$ cat src/rtl/pump_dispense_controller_pkg.sv
// Shared definitions for the pump dispense controller: state encodings,
// volume width and default timing constants.
package pump_ctrl_pkg;

   localparam int VOL_W                = 16;
   localparam int STEP_ML_DEF          = 50;
   localparam int STALL_CYCLES_DEF     = 3000000;
   localparam int DONE_HOLD_CYCLES_DEF = 2000000;

   typedef enum logic [2:0] {
      ST_IDLE   = 3'd0,
      ST_CLEAR  = 3'd1,
      ST_PUMP   = 3'd2,
      ST_PAUSED = 3'd3,
      ST_DONE   = 3'd4,
      ST_FAULT  = 3'd5
   } pump_state_t;

   // One more counter step would reach or pass the target; widened so the sum cannot wrap.
   function automatic logic near_reached(input logic [VOL_W-1:0] vol,
                                         input logic [VOL_W-1:0] target,
                                         input logic [VOL_W:0]   step);
      return ({1'b0, vol} + step) >= {1'b0, target};
   endfunction

endpackage

$ cat src/rtl/pump_dispense_controller_if.sv
// Operator keypad / volume counter signal bundle for the dispense controller.
// master: keypad, target register and volume counter side; slave: controller.
interface pump_dispense_controller_if;
   import pump_ctrl_pkg::*;

   logic             start;
   logic             stop;
   logic             pause;
   logic             tank_low;
   logic [VOL_W-1:0] target_ml;
   logic [VOL_W-1:0] dispensed_ml;
   logic             relay_auto;
   logic             vol_clear;
   logic             busy;
   logic             done;
   logic             fault;
   logic             near_target;
   logic [2:0]       state_o;

   modport master (
      output start, stop, pause, tank_low, target_ml, dispensed_ml,
      input  relay_auto, vol_clear, busy, done, fault, near_target, state_o
   );

   modport slave (
      input  start, stop, pause, tank_low, target_ml, dispensed_ml,
      output relay_auto, vol_clear, busy, done, fault, near_target, state_o
   );

endinterface

$ cat src/rtl/pump_stall_watchdog.sv
// Stall watchdog for the volume counter. A terminal-count down-counter that
// expires after STALL_CYCLES enabled cycles without a kick. A kick reloads it
// in the same cycle, so the kick cycle itself is the first stalled cycle.
// hold freezes the count; enable low with hold low reloads it.
module pump_stall_watchdog
   import pump_ctrl_pkg::*;
#(
   parameter int STALL_CYCLES = STALL_CYCLES_DEF
) (
   input  logic clk,
   input  logic rst_n,
   input  logic enable,
   input  logic hold,
   input  logic kick,
   output logic expired
);

   localparam int                CNT_W   = $clog2(STALL_CYCLES) + 1;
   localparam logic [CNT_W-1:0]  TC_LOAD = CNT_W'(STALL_CYCLES - 1);

   logic [CNT_W-1:0] remain;
   logic [CNT_W-1:0] remain_eff;

   // Effective count this cycle: a kick restarts the stall window immediately.
   always_comb begin
      remain_eff = remain;
      if (kick) begin
         remain_eff = TC_LOAD;
      end
   end

   assign expired = enable && (remain_eff == '0);

   // Down-count while enabled, freeze on hold, otherwise sit at the reload value.
   always_ff @(posedge clk or negedge rst_n) begin
      if (!rst_n) begin
         remain <= TC_LOAD;
      end else if (enable) begin
         if (remain_eff != '0) begin
            remain <= remain_eff - 1'b1;
         end else begin
            remain <= '0;
         end
      end else if (!hold) begin
         remain <= TC_LOAD;
      end
   end

endmodule

$ cat src/rtl/pump_dispense_controller.sv
// Fuel dispense sequencer: clears the volume counter, runs the pump relay
// until the latched target is reached, and stops on operator stop, low tank
// or a stalled volume count. All outputs are registered.
// Build option: define PUMP_PAUSE_EN to enable the pause input and PAUSED state.
//
// state   | meaning
// --------+-----------------------------------------------------------
// IDLE    | waiting for a start edge
// CLEAR   | one cycle, volume counter cleared, target already latched
// PUMP    | relay on, watching target, stop, tank and stall watchdog
// PAUSED  | relay off, watchdog frozen (PUMP_PAUSE_EN only)
// DONE    | target reached, held for DONE_HOLD_CYCLES then back to IDLE
// FAULT   | low tank or stall; sticky until stop
module pump_dispense_controller
   import pump_ctrl_pkg::*;
#(
   parameter int STEP_ML          = STEP_ML_DEF,
   parameter int STALL_CYCLES     = STALL_CYCLES_DEF,
   parameter int DONE_HOLD_CYCLES = DONE_HOLD_CYCLES_DEF
) (
   input logic                       clk,
   input logic                       rst_n,
   pump_dispense_controller_if.slave bus
);

   localparam int                 HOLD_W    = $clog2(DONE_HOLD_CYCLES) + 1;
   localparam logic [HOLD_W-1:0]  HOLD_LOAD = HOLD_W'(DONE_HOLD_CYCLES - 1);
   localparam logic [VOL_W:0]     STEP_V    = (VOL_W + 1)'(STEP_ML);

   pump_state_t       state;
   pump_state_t       state_nxt;
   logic              start_q;
   logic              start_edge;
   logic [VOL_W-1:0]  target_lat;
   logic [VOL_W-1:0]  vol_prev;
   logic              pump_entry_q;
   logic              load_target;
   logic              target_reached;
   logic              wd_kick;
   logic              wd_expired;
   logic [HOLD_W-1:0] hold_remain;
   logic              hold_done;

   logic relay_q;
   logic vol_clear_q;
   logic busy_q;
   logic done_q;
   logic fault_q;
   logic near_q;

   assign start_edge     = bus.start && !start_q;
   assign target_reached = bus.dispensed_ml >= target_lat;
   assign hold_done      = (hold_remain == '0);
   // Any volume movement, or a fresh entry into PUMP, restarts the stall window.
   assign wd_kick        = (bus.dispensed_ml != vol_prev) || pump_entry_q;

   pump_stall_watchdog #(
      .STALL_CYCLES(STALL_CYCLES)
   ) u_watchdog (
      .clk    (clk),
      .rst_n  (rst_n),
      .enable (state == ST_PUMP),
      .hold   (state == ST_PAUSED),
      .kick   (wd_kick),
      .expired(wd_expired)
   );

   // Next-state decode; stop outranks everything, tank_low outranks target reached.
   always_comb begin
      state_nxt   = state;
      load_target = 1'b0;
      case (state)
         ST_IDLE: begin
            if (start_edge && !bus.stop) begin
               if (bus.tank_low) begin
                  state_nxt = ST_FAULT;
               end else begin
                  state_nxt   = ST_CLEAR;
                  load_target = 1'b1;
               end
            end
         end
         ST_CLEAR: begin
            if (bus.stop) begin
               state_nxt = ST_IDLE;
            end else if (target_lat == '0) begin
               state_nxt = ST_DONE;
            end else begin
               state_nxt = ST_PUMP;
            end
         end
         ST_PUMP: begin
            if (bus.stop) begin
               state_nxt = ST_IDLE;
            end else if (bus.tank_low) begin
               state_nxt = ST_FAULT;
            end else if (target_reached) begin
               state_nxt = ST_DONE;
            end else if (wd_expired) begin
               state_nxt = ST_FAULT;
`ifdef PUMP_PAUSE_EN
            end else if (bus.pause) begin
               state_nxt = ST_PAUSED;
`endif
            end
         end
         ST_PAUSED: begin
`ifdef PUMP_PAUSE_EN
            if (bus.stop) begin
               state_nxt = ST_IDLE;
            end else if (bus.tank_low) begin
               state_nxt = ST_FAULT;
            end else if (!bus.pause) begin
               state_nxt = ST_PUMP;
            end
`else
            state_nxt = ST_FAULT;
`endif
         end
         ST_DONE: begin
            if (bus.stop || hold_done) begin
               state_nxt = ST_IDLE;
            end
         end
         ST_FAULT: begin
            if (bus.stop) begin
               state_nxt = ST_IDLE;
            end
         end
         default: begin
            state_nxt = ST_FAULT;
         end
      endcase
   end

   // State register plus start-edge, volume history and target latch.
   always_ff @(posedge clk or negedge rst_n) begin
      if (!rst_n) begin
         state        <= ST_IDLE;
         start_q      <= 1'b0;
         vol_prev     <= '0;
         target_lat   <= '0;
         pump_entry_q <= 1'b0;
      end else begin
         state        <= state_nxt;
         start_q      <= bus.start;
         vol_prev     <= bus.dispensed_ml;
         pump_entry_q <= (state_nxt == ST_PUMP) && (state != ST_PUMP);
         if (load_target) begin
            target_lat <= bus.target_ml;
         end
      end
   end

   // DONE hold timer: loaded on DONE entry, counts down to terminal count.
   always_ff @(posedge clk or negedge rst_n) begin
      if (!rst_n) begin
         hold_remain <= '0;
      end else if ((state_nxt == ST_DONE) && (state != ST_DONE)) begin
         hold_remain <= HOLD_LOAD;
      end else if ((state == ST_DONE) && !hold_done) begin
         hold_remain <= hold_remain - 1'b1;
      end
   end

   // Registered outputs; relay only stays on across a PUMP-to-PUMP transition.
   always_ff @(posedge clk or negedge rst_n) begin
      if (!rst_n) begin
         relay_q     <= 1'b0;
         vol_clear_q <= 1'b0;
         busy_q      <= 1'b0;
         done_q      <= 1'b0;
         fault_q     <= 1'b0;
         near_q      <= 1'b0;
      end else begin
         relay_q     <= (state == ST_PUMP) && (state_nxt == ST_PUMP);
         vol_clear_q <= (state_nxt == ST_CLEAR);
         busy_q      <= (state_nxt == ST_CLEAR) || (state_nxt == ST_PUMP) ||
                        (state_nxt == ST_PAUSED);
         done_q      <= (state_nxt == ST_DONE);
         fault_q     <= (state_nxt == ST_FAULT);
         near_q      <= (state_nxt == ST_PUMP) &&
                        near_reached(bus.dispensed_ml, target_lat, STEP_V);
      end
   end

   assign bus.relay_auto  = relay_q;
   assign bus.vol_clear   = vol_clear_q;
   assign bus.busy        = busy_q;
   assign bus.done        = done_q;
   assign bus.fault       = fault_q;
   assign bus.near_target = near_q;
   assign bus.state_o     = state;

endmodule
$ cat src/flat_wrapper.sv
// flat-port wrapper written by rule: the top's interface ports become plain ports
module pump_dispense_controller_flat import pump_ctrl_pkg::*;
#(
   parameter int STEP_ML          = STEP_ML_DEF,
   parameter int STALL_CYCLES     = STALL_CYCLES_DEF,
   parameter int DONE_HOLD_CYCLES = DONE_HOLD_CYCLES_DEF
)
  (clk, rst_n, bus_start, bus_stop, bus_pause, bus_tank_low, bus_target_ml, bus_dispensed_ml, bus_relay_auto, bus_vol_clear, bus_busy, bus_done, bus_fault, bus_near_target, bus_state_o);
  pump_dispense_controller_if bus_i ();
  input logic clk;
  input logic rst_n;
  input wire logic [$bits(bus_i.start)-1:0] bus_start;
  input wire logic [$bits(bus_i.stop)-1:0] bus_stop;
  input wire logic [$bits(bus_i.pause)-1:0] bus_pause;
  input wire logic [$bits(bus_i.tank_low)-1:0] bus_tank_low;
  input wire logic [$bits(bus_i.target_ml)-1:0] bus_target_ml;
  input wire logic [$bits(bus_i.dispensed_ml)-1:0] bus_dispensed_ml;
  output wire logic [$bits(bus_i.relay_auto)-1:0] bus_relay_auto;
  output wire logic [$bits(bus_i.vol_clear)-1:0] bus_vol_clear;
  output wire logic [$bits(bus_i.busy)-1:0] bus_busy;
  output wire logic [$bits(bus_i.done)-1:0] bus_done;
  output wire logic [$bits(bus_i.fault)-1:0] bus_fault;
  output wire logic [$bits(bus_i.near_target)-1:0] bus_near_target;
  output wire logic [$bits(bus_i.state_o)-1:0] bus_state_o;
  assign bus_i.start = bus_start;
  assign bus_i.stop = bus_stop;
  assign bus_i.pause = bus_pause;
  assign bus_i.tank_low = bus_tank_low;
  assign bus_i.target_ml = bus_target_ml;
  assign bus_i.dispensed_ml = bus_dispensed_ml;
  assign bus_relay_auto = bus_i.relay_auto;
  assign bus_vol_clear = bus_i.vol_clear;
  assign bus_busy = bus_i.busy;
  assign bus_done = bus_i.done;
  assign bus_fault = bus_i.fault;
  assign bus_near_target = bus_i.near_target;
  assign bus_state_o = bus_i.state_o;
  pump_dispense_controller #(.STEP_ML(STEP_ML), .STALL_CYCLES(STALL_CYCLES), .DONE_HOLD_CYCLES(DONE_HOLD_CYCLES)) u_core (.clk(clk), .rst_n(rst_n), .bus(bus_i));
endmodule
$ cat config.mk
export PLATFORM = sky130hd
export DESIGN_NAME = pump_dispense_controller_flat
export DESIGN_NICKNAME = d
export VERILOG_FILES = /design/src/rtl/pump_dispense_controller_pkg.sv /design/src/rtl/pump_dispense_controller_if.sv /design/src/rtl/pump_stall_watchdog.sv /design/src/rtl/pump_dispense_controller.sv /design/src/flat_wrapper.sv
export SDC_FILE = /design/constraint.sdc
export NUM_CORES = 1
export LEC_CHECK = 0
export CAP_MARGIN = 20
export CORE_MARGIN = 2
export CORE_UTILIZATION = 53
export CTS_CLUSTER_DIAMETER = 150
export DETAILED_ROUTE_END_ITERATION = 6
export PLACE_DENSITY = 0.77
export SLEW_MARGIN = 40
export SYNTH_ARGS = -nofsm -noshare
export SYNTH_HDL_FRONTEND = slang
export SYNTH_SLANG_ARGS = --single-unit
$ cat constraint.sdc
create_clock -name clk -period 2.8 [get_ports clk]
set_input_delay 0.84 -clock clk [delete_from_list [all_inputs] [get_ports clk]]
set_output_delay 0.84 -clock clk [all_outputs]
set_load 0.005 [all_outputs]
==> metrics.txt, run 1 <==
DRT iter0 DRCs=approximately 320; slew margin rel.=between 50% and 60%; Slew Viols, Final=0; Area Growth Syn to Fin=37.9%; final hold slack=roughly 340 ps; setup violators final=61; Pleak=about 0.0031 µW; Worst-Margin Slew=between 600 and 700 ps; RSZ-0062 raised after global routing=true; I/O pin count=47; Rows=36; Num CTS Buffers=9; Seq cells post-synth=88; Clock Latency Late Sink=380 ps; count of different cell masters after synthesis=between 60 and 70; PwrDens=around 630 nW/µm²; Inst Count DP=a little under 800; top post-synthesis cells by area=dfrtp_1 34%, ha_1 8.4%, dfstp_2 7.4%; CTS tree=done; drt wl/cell=just under 20 µm; Final nets=around 760; H-tree Lvls=3; Yosys top cell area share=34.1%; class of the worst hold path=in2async; Layout Skew=around 17 ps; Detailed Place HPWL=about 10000 µm; switching share of total power=38.0%; Max rail drop VDD=approximately 0.56 mV; fin cells=about 820; number of fill cells=~610; global-route usage over all layers=approximately 30%; setup total negative slack=-22750 ps; startpoint types=input port; pin count of the biggest net entering global routing=68; combinational power share=about 44%; top_reg_cell synth=dfrtp_1; met3 usage=under 10%; Post-Syn Instances=around 550; post-synthesis sequential area ratio=~41%; Final Hold Fails=0; part of the power in registers=a little over a third; f_max=0.301 GHz; CTS sink cnt=88; core area=9770 µm²; syn_nets=about 620; via count=between 5000 and 6000; Initial Util=54.8%; CTS clock-pin slew for the worst setup and hold paths=about 100 ps; CTS Buffer Depth=2; status=finished with violations; Die Span X=105 µm; Vias/cell=a little over 6; Place WS=-1300 ps; YS warnings=0; antenna violations before repair=0; port buffer count=45; GRT overflow=0; busiest grt layer=met2; setup ws final=-524 ps; First-pass DRT Iterations=4; Critical Path End Type=flip-flop; gp weighted congestion=between 0.9 and 1; antenna-violating nets left=0; area leader, netlist=dfrtp_1; ys async rst share=100%; number of global-route vias before repair=approximately 5500; MaxCap Viol Count=0; share of cells above drive strength 1=a little under two fifths; arrival time worst endpoint=between 3000 and 4000 ps; Synth Cell Area=about 5400 µm²; GR Util met1=35.0%; Switch Pwr=between 1500 and 2000 µW; final worst path period need=3320 ps; post-synthesis area per instance=~9.8 µm²; # DRC=0; Crit Path Max Fanout=7; Die Ht=between 100 and 150 µm; worst r2r path cells=16; CP required=3070 ps; root buffer cell=clkbuf_8; hold_buf cts=0; ANT cells=0; met2 usage=51.4%; Power Internal=approximately 2900 µW; Post-synth EDFFs=0; CP Class=in2reg; Clock Power Share=about a fifth; post-route clock period utilization=119%; first-pass GRT wire length=approximately 26000 µm; DIE AREA=10900 µm²; Post-Route WL=~16000 µm; failing checks=setup timing
## power by group through the flow
| stage | Clock [µW] | Combinational, µW | Sequential, µW |
|---|---|---|---|
| 6_report | 968 | 2040 | 1670 |
| 5_1_grt | 1030 | 2200 | 1690 |
| 4_1_cts | 962 | 1860 | 1650 |
| 3_5_place_dp | 0 | 1610 | 1670 |
| 3_3_place_gp | 0 | 1510 | 1650 |
| 2_1_floorplan | 0 | 983 | 1610 |
## cell usage in the layout (no fill, tap or decap), types with 5 or more instances in the layout
master and instances:
nor2b_1 6, nor4_2 5, xor2_1 21, nor3_1 18, nor2_1 34, xnor2_1 21, nand4_1 11, or3_1 8
a21oi_2 17, buf_6 14, clkbuf_8 10, ha_1 31, dfrtp_1 73, buf_2 5, o21ai_0 17, nand2_1 20
mux2_2 10, buf_4 81, and3_1 5, dfstp_2 15, mux2_4 6, a21oi_1 20, clkdlybuf4s50_1 28, nand3_1 9
xor2_2 7, a211oi_1 6, o21ai_2 14, inv_1 29, or4_1 6, nor4_1 10, o21ai_1 7
## cell families (layout without fill, tap and decap cells)
kind of cell	count (synthesis)	in the layout	synth area share, %
fa+ha+maj	36	36	8.41
flops	88	88	41.4
buf+inv	47	189	3.74
mux	17	17	3.55
xor+xnor	50	50	8.17
simple gates	177	179	18.5
compound gates	130	130	16.2
## final cells by class
type / instances / area (µm²) / share of cell area [%]
clock buffer: 10 / 138 / 1.86
clock inverter: 6 / 73.8 / 0.999
inverter: 31 / 124 / 1.68
multi-input combinational: 412 / 3440 / 46.5
sequential: 88 / 2220 / 30.1
tap: 133 / 166 / 2.25
timing repair buffer: 141 / 1220 / 16.6
timing repair inverter: 1 / 6.26 / 0.0847
## critical path, stage by stage
cell and delay, ps:
buf_6 90, xor2_1 160, nor4_2 340, buf_4 170
and2_4 150, nand2_4 60, nor2_4 120, ha_4 140
and4bb_1 220, nand4_1 120, o31ai_2 270, a311oi_2 180
inv_2 160, buf_6 120, a211o_4 210, buf_8 160
o21ai_2 60
## registers in the layout (all words and copies together) (netlist names)
signal and cells:
u_core.bus.busy 1, u_core.bus.done 1, u_core.bus.fault 1, u_core.bus.near_target 1, u_core.bus.relay_auto 1, u_core.bus.state_o 3
u_core.bus.vol_clear 1, u_core.hold_remain 22, u_core.pump_entry_q 1, u_core.start_q 1, u_core.target_lat 16, u_core.u_watchdog.remain 23
u_core.vol_prev 16
## synth_stat cells (all sizes together) (13+ instances only)
master,n
xnor2,22
nand3,13
a21oi,37
dfrtp,73
dfstp,15
ha,36
o21ai,39
mux2,16
nor2,40
nor4,17
inv,31
nor3,22
nand2,25
xor2,28
## what timing repair did
item,CTS,global route
setup endpoints to repair,70,69
setup buffers,13,3
gates cloned,3,0
resized for setup,141,31
pin swaps,53,21
endpoints found under the hold margin,0,0
## through the flow
stage	utilization, %	area, µm²	power [µW]
floorplan	-	5400	2590
global placement	67.0	6550	3170
detailed placement	67.0	6550	3280
CTS	74.2	7260	4470
global route	75.6	7390	4920
finish	75.6	7390	4680
## worst paths after layout
| path | start | endpoint | slack [ps] |
|---|---|---|---|
| hold reg to reg | u_core.u_watchdog.remain[6] | u_core.u_watchdog.remain[6] | 490 |
| min in group clk | u_core.u_watchdog.remain[6] | u_core.u_watchdog.remain[6] | 490 |
| hold / removal | rst_n | u_core.u_watchdog.remain[11] | 340 |
| setup / recovery | bus_dispensed_ml[14] | u_core.hold_remain[20] | -520 |
| max in group asynchronous | rst_n | u_core.u_watchdog.remain[1] | 1800 |
| setup reg to reg | u_core.vol_prev[1] | u_core.hold_remain[20] | -340 |
## metal layers
layer  part of all wire [%]  vias to the layer above
li1                       -                     2268
met5                      0                        -
met4                    4.7                        0
met3                    6.7                       83
met2                     51                      256
met1                     38                     2428
Note: power is estimated with default switching activity, not from simulation.
==> run 2: changes to the inputs <==
--- a/config.mk
+++ b/config.mk
@@ -6,11 +6,11 @@
 export NUM_CORES = 1
 export LEC_CHECK = 0
 export CAP_MARGIN = 20
+export CORE_ASPECT_RATIO = 0.6
 export CORE_MARGIN = 2
-export CORE_UTILIZATION = 53
+export CORE_UTILIZATION = 30
 export CTS_CLUSTER_DIAMETER = 150
 export DETAILED_ROUTE_END_ITERATION = 6
-export PLACE_DENSITY = 0.77
 export SLEW_MARGIN = 40
 export SYNTH_ARGS = -nofsm -noshare
 export SYNTH_HDL_FRONTEND = slang
==> metrics.txt, run 2 (synthesized netlist as in run 1, its figures left out) <==
CP most frequent cell=and3_4 (was buf_6); Biggest register=u_core.u_watchdog.remain (unchanged); worst r2r path cells=15 (was 16); CP max-delay cell=a211o_4 (was nor4_2); Detailed Place HPWL=11800 µm (was 10500 µm); DIE AREA=19000 µm² (was 10900 µm²); reg2reg end=u_core.hold_remain[3] (was u_core.hold_remain[20]); final worst path period need=3350 ps (was 3320 ps); hold_buf cts=0 (unchanged); Num CTS Buffers=9 (unchanged); # DRC=0 (unchanged); Worst-Margin Slew=571 ps (was 651 ps); Layout Skew=12.8 ps (was 16.9 ps); startpoint types=input port (unchanged); arrival time worst endpoint=3630 ps (was 3590 ps); via count=4952 (was 5035); most frequent cells in the layout=104 x buf_4, 73 x dfrtp_1, 38 x nor2_1 (was 81 x buf_4, 73 x dfrtp_1, 34 x nor2_1); DP Area=6750 µm² (was 6550 µm²); max FFs per register=23 (unchanged); CP Class=in2reg (unchanged); global-route usage over all layers=18.1% (was 30.1%); Post-Route WL=16400 µm (was 16100 µm); setup slack, reg-to-reg=-400 ps (was -340 ps); Tot Pwr=5070 µW (was 4680 µW); CTS clock-pin slew for the worst setup and hold paths=80 ps (was 100 ps); CP peak stage delay=430 ps (was 340 ps); Slew Viols, Final=0 (unchanged); Final Hold Fails=0 (unchanged); Regs by FF count=u_core.u_watchdog.remain: 23 flops, u_core.hold_remain: 22 flops (unchanged); DRT iter0 DRCs=416 (was 318); H-tree Lvls=3 (unchanged); crit-path cells=clkbuf_2 -> xor2_2 -> nor4_4 -> and3_4 -> nand2_4 -> nor2_4 -> ha_4 -> and4bb_1 -> buf_4 -> and3_4 -> a31oi_4 -> a21bo_4 -> a211o_4 -> buf_12 -> o21ai_4 (was buf_6 -> xor2_1 -> nor4_2 -> buf_4 -> and2_4 -> nand2_4 -> nor2_4 -> ha_4 -> and4bb_1 -> nand4_1 -> o31ai_2 -> a311oi_2 -> inv_2 -> buf_6 -> a211o_4 -> buf_8 -> o21ai_2); setup total negative slack=-25170 ps (was -22750 ps); reg-to-reg startpoint=u_core.vol_prev[14] (was u_core.vol_prev[1]); drt wl/cell=17.3 µm (was 19.5 µm); share of cells above drive strength 1=36.8% (was 37.3%); Layout Utilization=44.7% (was 75.6%); number of global-route vias before repair=4976 (was 5453); Final nets=784 (was 758); ANT cells=0 (unchanged); f_max=0.299 GHz (was 0.301 GHz); post-route clock period utilization=120% (was 119%); most common cell after layout, fill and taps aside=buf_4 (unchanged); status=finished with violations (unchanged); Die Ht=108 µm (was 105 µm); RSZ-0062 raised after global routing=true (unchanged); Initial Util=31.0% (was 54.8%); slew margin rel.=61.9% (was 56.6%); failing checks=setup timing (unchanged); Place WS=-1380 ps (was -1300 ps); pin count of the biggest net entering global routing=40 (was 68); core area=17300 µm² (was 9770 µm²); Vias/cell=5.22 (was 6.13); antenna violations before repair=0 (unchanged); CTS sink cnt=88 (unchanged); I/O pin count=47 (unchanged); CTS tree=done (unchanged); Area Growth Syn to Fin=44.5% (was 37.9%); Max rail drop VDD=0.375 mV (was 0.560 mV); Die Span X=177 µm (was 105 µm); Crit Path Max Fanout=7 (unchanged); setup violators final=68 (was 61); Pleak=0.00321 µW (was 0.00305 µW); gp weighted congestion=0.872 (was 0.947); MaxCap Viol Count=0 (unchanged); Critical Path End Type=flip-flop (unchanged); class of the worst hold path=in2async (unchanged); CP required=3080 ps (was 3070 ps); Rows=37 (was 36); GRT overflow=0 (unchanged); root buffer cell=clkbuf_16 (was clkbuf_8); first-pass GRT wire length=26800 µm (was 26300 µm); First-pass DRT Iterations=5 (was 4); PwrDens=655 nW/µm² (was 633 nW/µm²); port buffer count=45 (unchanged); setup ws final=-549 ps (was -524 ps); Clock Latency Late Sink=360 ps (was 380 ps); antenna-violating nets left=0 (unchanged); CTS Buffer Depth=2 (unchanged); post-layout instance area=7740 µm² (was 7390 µm²)
## run 2: cell types whose count changed in the layout (fill, tap and decap cells not counted), moves of 3 or more
cell       previous run  this run
buf_4                81       104
clkbuf_16             0         9
o21ai_0              17        20
clkbuf_8             10         0
nor2_1               34        38
inv_8                 1         5
buf_6                14        18
a21oi_1              20        23
nor4_2                5         2
a21oi_2              17        13
nor2_2                4         0
o21ai_1               7         4
## run 2: worst max path at each step
stage	from	endpoint	cells past startpoint
2_1_floorplan	bus_dispensed_ml[15]	u_core.target_lat[0]	14
3_3_place_gp	bus_dispensed_ml[14]	u_core.target_lat[1]	15
3_5_place_dp	bus_dispensed_ml[14]	u_core.target_lat[11]	15
4_1_cts	bus_dispensed_ml[11]	u_core.target_lat[11]	14
5_1_grt	bus_dispensed_ml[14]	u_core.target_lat[8]	15
6_report	bus_dispensed_ml[0]	u_core.hold_remain[3]	15
## run 2: routing by layer
layer	global-route usage [%]	share of wire, %	vias to the layer above
met3	3.78	6.3	20
li1	-	-	2323
met1	26.7	48	2476
met5	0	0	-
met4	3.48	1.1	0
met2	27.1	44	133
## run 2: area by class of cell
type | instances | area, µm²
clock buffer | 9 | 225
timing repair inverter | 1 | 8.76
timing repair buffer | 167 | 1450
tap | 234 | 293
sequential | 88 | 2220
clock inverter | 7 | 70.1
multi-input combinational | 412 | 3350
fill | 1656 | 9570
inverter | 31 | 124
## run 2: critical path: cells and delay by family
kind	cells	cell delay, ps
AOI/OAI and AO/OA	4	900
adders and majority gates	1	130
xor gates and xnor gates	1	160
buffers and inverters	3	400
and+or+nand+nor	6	1190
## run 2: stage by stage
stage | std cells | hold WS, ps
after floorplan | 545 | 442
after global placement | 899 | 466
after detailed placement | 899 | 476
after CTS | 936 | 459
after global routing | 949 | 480
final | 949 | 443
## run 2: where the power goes
part	switching, µW	total (µW)	internal, µW	leakage (µW)
sequential	177	1650	1470	0.00104
combinational	1100	2190	1090	0.00203
clock	601	1230	631	0.000143
## run 2: repair_timing
action,CTS,global route
cloned,3,0
setup endpoints to repair,70,67
resized for setup,126,39
pin swaps,47,22
buffers inserted,18,14
==> run 3: changes to the inputs <==
--- a/config.mk
+++ b/config.mk
@@ -8,9 +8,10 @@
 export CAP_MARGIN = 20
 export CORE_ASPECT_RATIO = 0.6
 export CORE_MARGIN = 2
-export CORE_UTILIZATION = 30
+export CORE_UTILIZATION = 50
 export CTS_CLUSTER_DIAMETER = 150
 export DETAILED_ROUTE_END_ITERATION = 6
+export PLACE_DENSITY = 0.73
 export SLEW_MARGIN = 40
 export SYNTH_ARGS = -nofsm -noshare
 export SYNTH_HDL_FRONTEND = slang
==> metrics.txt, run 3 (synthesized netlist as in run 1, its figures left out) <==
Num CTS Buffers=9 (unchanged); H-tree Lvls=3 (unchanged); Crit Path Max Fanout=7 (unchanged); Layout Utilization=70.9% (was 44.7%); f_max=0.301 GHz (was 0.299 GHz); antenna-violating nets left=0 (unchanged); status=finished with violations (unchanged); CTS sink cnt=88 (unchanged); failing checks=setup timing (unchanged); CP max-delay cell=a211o_4 (unchanged); number of fill cells=713 (was 1656); # DRC=0 (unchanged); DIE AREA=11600 µm² (was 19000 µm²); Met3 Wirelength=1280 µm (was 1040 µm); pin count of the biggest net entering global routing=67 (was 40); crit-path cells=clkdlybuf4s15_1 -> xor2_1 -> nor4_2 -> and2_4 -> nand2_4 -> nor2_4 -> ha_4 -> and4bb_1 -> and3_4 -> a31oi_4 -> a21bo_4 -> a211o_4 -> buf_12 -> o21ai_2 (was clkbuf_2 -> xor2_2 -> nor4_4 -> and3_4 -> nand2_4 -> nor2_4 -> ha_4 -> and4bb_1 -> buf_4 -> and3_4 -> a31oi_4 -> a21bo_4 -> a211o_4 -> buf_12 -> o21ai_4); Rows=29 (was 37); global-route usage over all layers=29.1% (was 18.1%); First-pass DRT Iterations=6 (was 5); gp weighted congestion=0.885 (was 0.872); root buffer cell=clkbuf_16 (unchanged); Vias/cell=6.08 (was 5.22); most frequent cells in the layout=86 x buf_4, 73 x dfrtp_1, 37 x nor2_1 (was 104 x buf_4, 73 x dfrtp_1, 38 x nor2_1); Die Ht=84.2 µm (was 108 µm); arrival time worst endpoint=3600 ps (was 3630 ps); Worst-Margin Slew=824 ps (was 571 ps); Layout Skew=5.94 ps (was 12.8 ps); startpoint types=input port (unchanged); Post-Route WL=16000 µm (was 16400 µm); worst r2r path cells=13 (was 15); Die Span X=138 µm (was 177 µm); antenna violations before repair=0 (unchanged); class of the worst hold path=in2async (unchanged); ANT cells=0 (unchanged); fin cells=832 (was 949); WL met1=7430 µm (was 7910 µm); slew margin rel.=44.6% (was 61.9%); MaxCap Viol Count=0 (unchanged); I/O pin count=47 (unchanged); Critical Path End Type=flip-flop (unchanged); cell family with most CP delay=simple AND/OR/NAND/NOR gates (unchanged); DRT iter0 DRCs=524 (was 416); Slew Viols, Final=0 (unchanged); Detailed Place HPWL=10900 µm (was 11800 µm); Inst Count DP=788 (was 899); most common cell after layout, fill and taps aside=buf_4 (unchanged); Pleak=0.00309 µW (was 0.00321 µW); Biggest register=u_core.u_watchdog.remain (unchanged); Highest Signal Layer=met4 (unchanged); setup ws final=-524 ps (was -549 ps); met2 wire length=6930 µm (was 7290 µm); Regs by FF count=u_core.u_watchdog.remain: 23 flops, u_core.hold_remain: 22 flops (unchanged); setup violators final=58 (was 68); PwrDens=678 nW/µm² (was 655 nW/µm²); Final Hold Fails=0 (unchanged); final worst path period need=3320 ps (was 3350 ps); RSZ-0062 raised after global routing=true (unchanged); CTS clock-pin slew for the worst setup and hold paths=60 ps (was 80 ps); CTS Buffer Depth=2 (unchanged); CP peak stage delay=400 ps (was 430 ps); post-route clock period utilization=119% (was 120%); core area=10500 µm² (was 17300 µm²); number of global-route vias before repair=5030 (was 4976); Area Growth Syn to Fin=38.7% (was 44.5%); CTS tree=done (unchanged); share of cells above drive strength 1=34.3% (was 36.8%); hold_buf cts=0 (unchanged); Final nets=762 (was 784); first-pass GRT wire length=25900 µm (was 26800 µm); Worst Path Buf+Inv=2 (was 3); final hold slack=466 ps (was 443 ps); max FFs per register=23 (unchanged); Clock Latency Late Sink=350 ps (was 360 ps); GRT overflow=0 (unchanged); Place WS=-1270 ps (was -1380 ps); CP Depth=14 (was 15); Max rail drop VDD=0.532 mV (was 0.375 mV); port buffer count=45 (unchanged); drt wl/cell=19.3 µm (was 17.3 µm); CP required=3080 ps (about the same); via count=5056 (was 4952); CP Class=in2reg (unchanged); Initial Util=51.1% (was 31.0%)
-- run 3: final timing paths --
kind,start,endpoint,slack [ps]
max,bus_dispensed_ml[5],u_core.hold_remain[18],-520
min,rst_n,u_core.target_lat[3],470
max reg2reg,u_core.vol_prev[12],u_core.hold_remain[18],-270
min reg2reg,u_core.u_watchdog.remain[6],u_core.u_watchdog.remain[6],510
max in group asynchronous,rst_n,u_core.hold_remain[13],1710
min in group clk,u_core.u_watchdog.remain[6],u_core.u_watchdog.remain[6],510
-- run 3: metal layers --
layer  GRT usage (%)  up-vias
met5               0        -
met4            7.31        0
met3            7.13       52
met2            43.0      247
met1            43.0     2459
li1                -     2298
-- run 3: metrics by stage --
stage | total power (µW) | TNS (ps) | cell area [µm²]
2_1_floorplan | 2590 | -26220 | 5400
3_3_place_gp | 3190 | -68370 | 6500
3_5_place_dp | 3290 | -69000 | 6510
4_1_cts | 4930 | -24000 | 7220
5_1_grt | 5330 | -29260 | 7430
6_report | 5040 | -23130 | 7430
-- run 3: cell type report --
class	instances	area [µm²]	area share [%]
flip-flops and latches	88	2220	29.9
inverters	31	121	1.63
clock buffers	11	233	3.13
multi-input cells	413	3360	45.3
clock inverters	5	104	1.40
repair inverters	1	6.26	0.0841
well taps	139	174	2.34
repair buffers	144	1210	16.3
-- run 3: timing repair --
action                                  CTS  global route
buffers inserted                         13            11
gates cloned                              4             0
pin swaps                                41            35
endpoints found under the setup margin   70            69
resized for setup                       110            35
-- run 3: report_power, final --
group	switching (µW)	total, µW	internal (µW)
Clock	515	1390	875
Combinational	1020	1990	965
Sequential	190	1660	1470
Total	1730	5040	3310
